==> src/rtl/cnn_pkg.sv <==
// Shared CNN datapath types: pixel width, signed pixel type and signed max.
package cnn_pkg;
  localparam int PIXW = 8;

  typedef logic signed [PIXW-1:0] pix_t;

  function automatic pix_t smax(input pix_t a, input pix_t b);
    return (a > b) ? a : b;
  endfunction
endpackage

==> src/rtl/pool_line_buf.sv <==
// Half-row line buffer for 2x2 pooling: one write or one combinational read per cycle.
module pool_line_buf
  import cnn_pkg::*;
#(
  parameter int DEPTH = 11,
  localparam int AW = (DEPTH > 1) ? $clog2(DEPTH) : 1
) (
  input  logic          clk,
  input  logic          we,
  input  logic [AW-1:0] addr,
  input  pix_t          wdata,
  output pix_t          rdata
);
  // No reset: every entry is written on an even row before the odd row reads it.
  pix_t mem [DEPTH];

  always_ff @(posedge clk) begin
    if (we) mem[addr] <= wdata;
  end

  assign rdata = mem[addr];
endmodule

==> src/rtl/maxpool2x2.sv <==
// Streaming 2x2 / stride-2 signed max pool over raster-order pixels.
// Define MAXPOOL_RELU_EN to clamp negative input pixels to 0 before pooling.
module maxpool2x2
  import cnn_pkg::*;
#(
  parameter int IMG_W = 22,
  parameter int IMG_H = 22,
  parameter int PIXW  = cnn_pkg::PIXW
) (
  input  logic            clk,
  input  logic            reset,
  input  logic            i_valid,
  output logic            i_ready,
  input  logic [PIXW-1:0] i_x,
  output logic            o_valid,
  input  logic            o_ready,
  output logic [PIXW-1:0] o_y,
  output logic            o_last
);
  localparam int HW       = IMG_W / 2;
  localparam int CW       = (IMG_W > 1) ? $clog2(IMG_W) : 1;
  localparam int RW       = (IMG_H > 1) ? $clog2(IMG_H) : 1;
  localparam int AW       = (HW > 1) ? $clog2(HW) : 1;
  // An odd final row has no partner, so the last window ends one row earlier.
  localparam int LAST_ROW = (IMG_H % 2 == 0) ? IMG_H - 1 : IMG_H - 2;

  if (IMG_W < 2 || (IMG_W % 2) != 0 || IMG_H < 2) begin : g_bad_geom
    $error("maxpool2x2: IMG_W must be even and >=2, IMG_H must be >=2");
  end
  if (PIXW != cnn_pkg::PIXW) begin : g_bad_pixw
    $error("maxpool2x2: PIXW must match cnn_pkg::PIXW");
  end

  logic [CW-1:0] col;
  logic [RW-1:0] row;
  pix_t          px, pair_q, buf_rd, buf_wd, y_q;
  logic          acc, col_end, row_end, buf_we, win_done;
  logic [AW-1:0] buf_addr;

  assign i_ready = !o_valid || o_ready;
  assign acc     = i_valid && i_ready;

`ifdef MAXPOOL_RELU_EN
  assign px = i_x[PIXW-1] ? '0 : pix_t'(i_x);
`else
  assign px = pix_t'(i_x);
`endif

  assign col_end  = (col == CW'(IMG_W - 1));
  assign row_end  = (row == RW'(IMG_H - 1));
  assign buf_we   = acc && !row[0] && col[0];
  assign win_done = acc && row[0] && col[0];
  assign buf_addr = AW'(col >> 1);
  assign buf_wd   = smax(pair_q, px);

  pool_line_buf #(.DEPTH(HW)) u_lbuf (
    .clk   (clk),
    .we    (buf_we),
    .addr  (buf_addr),
    .wdata (buf_wd),
    .rdata (buf_rd)
  );

  always_ff @(posedge clk) begin
    if (reset) begin
      col     <= '0;
      row     <= '0;
      pair_q  <= '0;
      y_q     <= '0;
      o_valid <= 1'b0;
      o_last  <= 1'b0;
    end else begin
      if (acc) begin
        col <= col_end ? '0 : col + 1'b1;
        if (col_end) row <= row_end ? '0 : row + 1'b1;
        // Even column: left pixel of the pair, on either row of the window.
        if (!col[0]) pair_q <= px;
      end
      if (win_done) begin
        y_q     <= smax(smax(buf_rd, pair_q), px);
        o_valid <= 1'b1;
        o_last  <= (row == RW'(LAST_ROW)) && col_end;
      end else if (o_ready) begin
        o_valid <= 1'b0;
        o_last  <= 1'b0;
      end
    end
  end

  assign o_y = y_q;
endmodule

==> config.mk <==
export PLATFORM = sky130hd
export DESIGN_NAME = maxpool2x2
export DESIGN_NICKNAME = d
export VERILOG_FILES = /design/src/rtl/cnn_pkg.sv /design/src/rtl/pool_line_buf.sv /design/src/rtl/maxpool2x2.sv
export SDC_FILE = /design/constraint.sdc
export NUM_CORES = 1
export LEC_CHECK = 0
export CORE_MARGIN = 5
export CORE_UTILIZATION = 35
export CTS_CLUSTER_DIAMETER = 120
export DETAILED_ROUTE_END_ITERATION = 16
export PLACE_DENSITY = 0.55
export SLEW_MARGIN = 40
export SYNTH_ARGS = -nofsm -noshare
export SYNTH_HDL_FRONTEND = slang
export SYNTH_SLANG_ARGS = --single-unit
==> constraint.sdc <==
create_clock -name clk -period 12.1 [get_ports clk]
set_input_delay 1.21 -clock clk [delete_from_list [all_inputs] [get_ports clk]]
set_output_delay 1.21 -clock clk [all_outputs]
set_load 0.005 [all_outputs]
### Word-level counts from Yosys, hierarchy flattened

Memory sizes are Yosys's and may differ from the RTL's. A register that Yosys moved wholly into a read port is not among the register bits.
Cells that the tools add are included.

* input port bits: 12
* register bits: 28
* ROM bits: 0
* memories: 1
* latch bits: 0
* word-level logic and storage cells: 39
* output and inout port bits: 11
* bits in writable memories: 88

Memories
* u_lbuf.mem: words 11, bits a word 8, rd ports 1, clocked after Yosys merged registers in 1, write ports 1, line pool_line_buf.sv:15 `pix_t mem [DEPTH];`

* muxes and demuxes: 12
* equality and inequality tests: 2
* $lt $le $gt $ge: 3
* multiply operators: 0
* reduce and logical (&&, ||, !) cells: 12
* div/mod/pow operators: 0
* shift-type cells: 0
* $add $sub $neg: 2
* bitwise gates (word level): 1

Operator list (number)
* $gt A8 B8 Y1: 3
* $mux W8: 3
* $add A5 B1 Y5 const B: 2
* $eq A5 B5 Y1 const B: 2
* $mux W5: 2
* $mux W4: 2
* $logic_and A1 B1 Y1: 6
* $mux W1: 5
* $reduce_and A2 Y1: 2
* $logic_not A1 Y1: 2
* $reduce_bool A2 Y1: 1
* $logic_or A1 B1 Y1: 1
* $not A1 Y1: 1

### Depth between registers and ports, before layout

* depth in word-level cells: 7
* gate-level depth with buffers: 23
* gate-level depth less buffers: 17

### Cells and area by module

Synthesis repeated with hierarchy kept, for this count alone.

* cell total of the unflattened synthesis: 431
* area, all modules: 5596.6 um2

By module, submodules not included
* pool_line_buf: times used 1, area an instance 3641.0 um2, seq. area each 2642.5 um2, cells an instance 200
* maxpool2x2: times used 1, area an instance 1955.6 um2, seq. area each 560.5 um2, cells an instance 231

### Worst setup path before layout

No wires, ideal clock.

* path kind: register to register
* start: register (tool-made name)
* end: register y_q[1] (netlist: o_y[1])
* clock period less this slack: 4.425 ns
* buffers on the path: 5
* stages on the path, launching flop included: 23
* arrival: 4.285 ns
* data required time: 11.960 ns
* setup time: 0.140 ns
* path slack: 7.675 ns
* path through: dfxtp_1 -> clkbuf_1 -> buf_2 -> mux2_2 -> o211a_1 -> a31oi_1 -> inv_1 -> ha_1 -> nor2b_4 -> a21oi_2 -> or4_4 -> buf_6 -> and2_1 -> buf_6 -> o21ai_2 -> inv_1 -> ha_1 -> nor4b_1 -> o21ai_0 -> o221ai_1 -> nand2b_1 -> buf_1 -> o221ai_1

RTL lines
* end signal: assignment: line maxpool2x2.sv:80 `y_q <= smax(smax(buf_rd, pair_q), px);`
* end: declaration: line maxpool2x2.sv:36 `pix_t px, pair_q, buf_rd, buf_wd, y_q;`

==> flow_metrics.py <==
metrics = {
    "status": {
        "status": "completed",
    },
    "setup_path": {
        "critical_path_class": "register to register",
        "cp_cell_sequence": "nor2b_1, a21oi_1, a31oi_1, inv_1, ha_1, a21oi_1, nor3_1, or4_4, and2_1, o21ai_2, inv_1, ha_1, nor4b_1, o21ai_0, o221ai_1, nand2b_1, o221ai_1",
        "crit_slowest_cell": "dfxtp_1",
        "cp_num_buf_inv": 2,
        "crit_arrival_ps": 5460,
        "max_stage_delay_ps": 750,
        "endpoint_kind": "register",
        "worstReg2RegEnd": "o_y[7]",
        "regToRegSetupSlack_ps": 6920,
        "rr_worst_depth": 17,
        "critPathMaxFanout": 20,
        "crit_required_ps": 12370,
        "critPathTopFamily": "simple AND/OR/NAND/NOR gates",
        "start_kind": "register",
    },
    "routing": {
        "drc": 0,
        "drt-total-wl_um": 12700,
        "dr_total_vias": 3583,
        "ant_nets": 0,
        "drt_iter0_markers": 189,
        "firstDrtPassIters": 5,
        "viasPerCell": 5.03,
        "wire_per_inst_um": 17.8,
    },
    "timing": {
        "finalSetupViolCount": 0,
        "fin_crit_sh_pct": 42.8,
        "finalClockSkew_ps": 6.18,
        "drv_slew": 0,
        "finalSetupTns_ps": 0,
        "hold_violations": 0,
        "tightest_slew_ps": 782,
        "timing.hold.ws_ps": 464,
        "rsz0062_at_grt": "no",
        "min_period_ps": 5180,
        "max_slew_margin_pct": 46.4,
        "timing.fmax_ghz": 0.193,
    },
    "synthesis": {
        "ys_async_sr_fraction_pct": 0,
        "synth_area_mm2": 0.00564,
        "synth-main-ff-cell": "edfxtp_1",
        "ys_seq_elements": 120,
        "synth.distinct_cells": 47,
        "yosysSeqAreaShare_pct": 58.2,
        "syn_avg_cell_area_um2": 12.2,
        "synth_edf_count": 88,
        "synth.net_count": 503,
        "synth_warnings": 0,
        "syn_inst": 463,
    },
    "clocking": {
        "cts_root_buffer": "clkbuf_16",
        "cts_tree": "done",
        "cts_resized": 0,
        "clock-sinks": 120,
        "clk_pin_slew_ps": 50,
        "numCtsBuffers": 17,
        "clock_latency_ps": 410,
        "post_cts_buffers": 0,
        "ctsHoldBuffers": 0,
        "ctsHtreeMaxLevel": 4,
        "clockBufferDepth": 2,
    },
    "die": {
        "io_pins": 23,
        "initial_core_util_pct": 35.6,
        "core_mm2": 0.0158,
        "row_count": 46,
        "die_w_um": 137,
        "dieArea_mm2": 0.0188,
        "die_y_um": 137,
    },
    "grt": {
        "antenna_found_initial": 0,
        "grt_overflow_total": 0,
        "grt_max_degree": 41,
        "grt_pass1_wl_um": 20500,
        "grt_pass1_vias": 3780,
        "grt.total_usage_pct": 14.7,
    },
    "place": {
        "dp_hpwl_um": 8760,
        "portBuffers": 22,
        "gp_congestion": 0.816,
        "place_area_mm2": 0.00609,
    },
    "pwr": {
        "intPower_uw": 804,
        "leakagePower_uw": 0.00241,
        "power_frac_seq_pct": 43.2,
        "combPwrFrac_pct": 12.1,
        "p_sw_share_pct": 24.7,
        "clockPowerShare_pct": 44.7,
        "power_per_cell_area_mw_per_mm2": 160,
        "peakVddDrop_mv": 0.0968,
        "power_switching_uw": 264,
    },
    "layout": {
        "n_antenna_cell": 0,
        "final_util_pct": 42.1,
        "final.fill_count": 1470,
        "drive_above_1_share_pct": 14.7,
        "area_delta_synth_final_pct": 18.2,
        "multi_input_comb_area_mm2": 0.00218,
        "ff_latch_area_mm2": 0.00328,
        "final_nets": 524,
        "final_cell_area_mm2": 0.00667,
    },
    "worst_hold_path": {
        "min_from": "o_y[3]",
        "holdPathEnd": "o_y[3]",
        "hold_depth": 2,
        "hold_class": "register to register",
    },
    "flow_run": {
        "maxCapViolCount": 0,
    },
}
[cell usage after synthesis, types with 2 or more instances]
library cell	n	area, µm²
a2111oi_0	2	17.5
a21o_1	2	15.0
a21oi_1	22	110
a22oi_1	8	60.1
a31oi_1	10	62.6
and2_1	3	18.8
buf_1	4	15.0
buf_2	5	25.0
buf_4	2	15.0
buf_6	2	22.5
clkbuf_1	9	33.8
dfxtp_1	32	641
edfxtp_1	88	2640
ha_1	28	350
inv_1	37	139
mux2_2	8	90.1
mux2i_1	40	400
nand2_1	33	124
nand2b_1	11	68.8
nand3_1	11	55.1
nand4_1	8	50.1
nand4b_1	2	17.5
nor2_1	23	86.3
nor2b_1	3	18.8
nor3_1	10	50.1
o211a_1	8	80.1
o21ai_0	13	65.1
o21ai_2	7	61.3
o221ai_1	8	70.1
xnor2_1	3	26.3
xor2_1	5	43.8
[how the worst max path moves through the flow]
stage | startpoint | slack [ps] | cells past startpoint | endpoint
3_3_place_gp | register | 7140 | 18 | o_y[7]
3_5_place_dp | register | 7020 | 17 | o_y[7]
5_1_grt | register | 6560 | 17 | o_y[4]
6_report | register | 6920 | 17 | o_y[7]
2_1_floorplan | register | 7670 | 22 | o_y[1]
4_1_cts | register | 6990 | 17 | o_y[4]
[cell usage in the layout, fill, tap and decap left out, types with 3 or more instances in the layout]
master	count
o21ai_0	13
clkbuf_16	17
xnor2_1	3
mux2i_1	33
mux2_2	8
nand3_1	11
clkinv_1	3
o211a_1	8
ha_1	28
o21ai_2	7
edfxtp_1	88
a22oi_1	8
o221ai_1	8
dfxtp_1	31
clkinvlp_4	5
xor2_1	5
nor2_2	8
nor2b_1	3
nor3_1	8
clkdlybuf4s50_1	22
mux2i_2	7
and2_1	3
nor2_1	15
nand2_1	33
a21oi_1	22
nand4_1	8
nand2b_1	11
inv_1	37
clkinv_2	3
a31oi_1	10
[layer usage]
metal  track usage (%)  routed length, µm
met1              19.6               6100
met3              4.45                613
met2              22.7               5800
met4              5.38                210
met5                 0                  0
[power by group through the flow]
stage | Combinational, µW | Clock (µW) | Sequential [µW]
floorplan | 97.7 | 0 | 466
global placement | 123 | 0 | 469
detailed placement | 127 | 0 | 470
CTS | 128 | 485 | 461
global route | 145 | 505 | 462
finish | 130 | 478 | 461
[worst register-to-register path, delay by kind of cell, from the launching register on]
kind	cells	cell delay (ps)
fa+ha+maj	2	630
buf+inv	2	150
compound gates	7	1410
flops	1	750
simple gates	6	2120
[cell type report]
| class | count | share of cell area [%] |
|---|---|---|
| inverter | 37 | 2.08 |
| timing repair buffer | 24 | 3.53 |
| clock buffer | 18 | 6.44 |
| tap | 216 | 4.05 |
| clock inverter | 14 | 1.99 |
| sequential | 120 | 49.3 |
| multi-input combinational | 284 | 32.6 |
[state kept, by name (all words and copies together), names as in the netlist, named ones only]
signal      count
o_last          1
pair_q          8
o_y             8
row             5
u_lbuf.mem     88
o_valid         1
col             5
[stage by stage]
step | total power (µW) | setup slack (ps) | std cells
after global placement | 592 | 7140 | 681
after global routing | 1110 | 6560 | 713
after CTS | 1070 | 6990 | 713
final | 1070 | 6920 | 713
after floorplan | 564 | 7670 | 463
after detailed placement | 597 | 7020 | 681
[logic make-up after synthesis]
group / after synthesis / synth area share, %
AOI/OAI and AO/OA: 88 / 11.1
buffers and inverters: 59 / 4.44
muxes: 48 / 8.70
adders and majority gates: 28 / 6.21
DFF: 120 / 58.2
xor gates and xnor gates: 8 / 1.24
and+or+nand+nor: 112 / 10.1
Note: power is estimated with default switching activity, not from simulation.
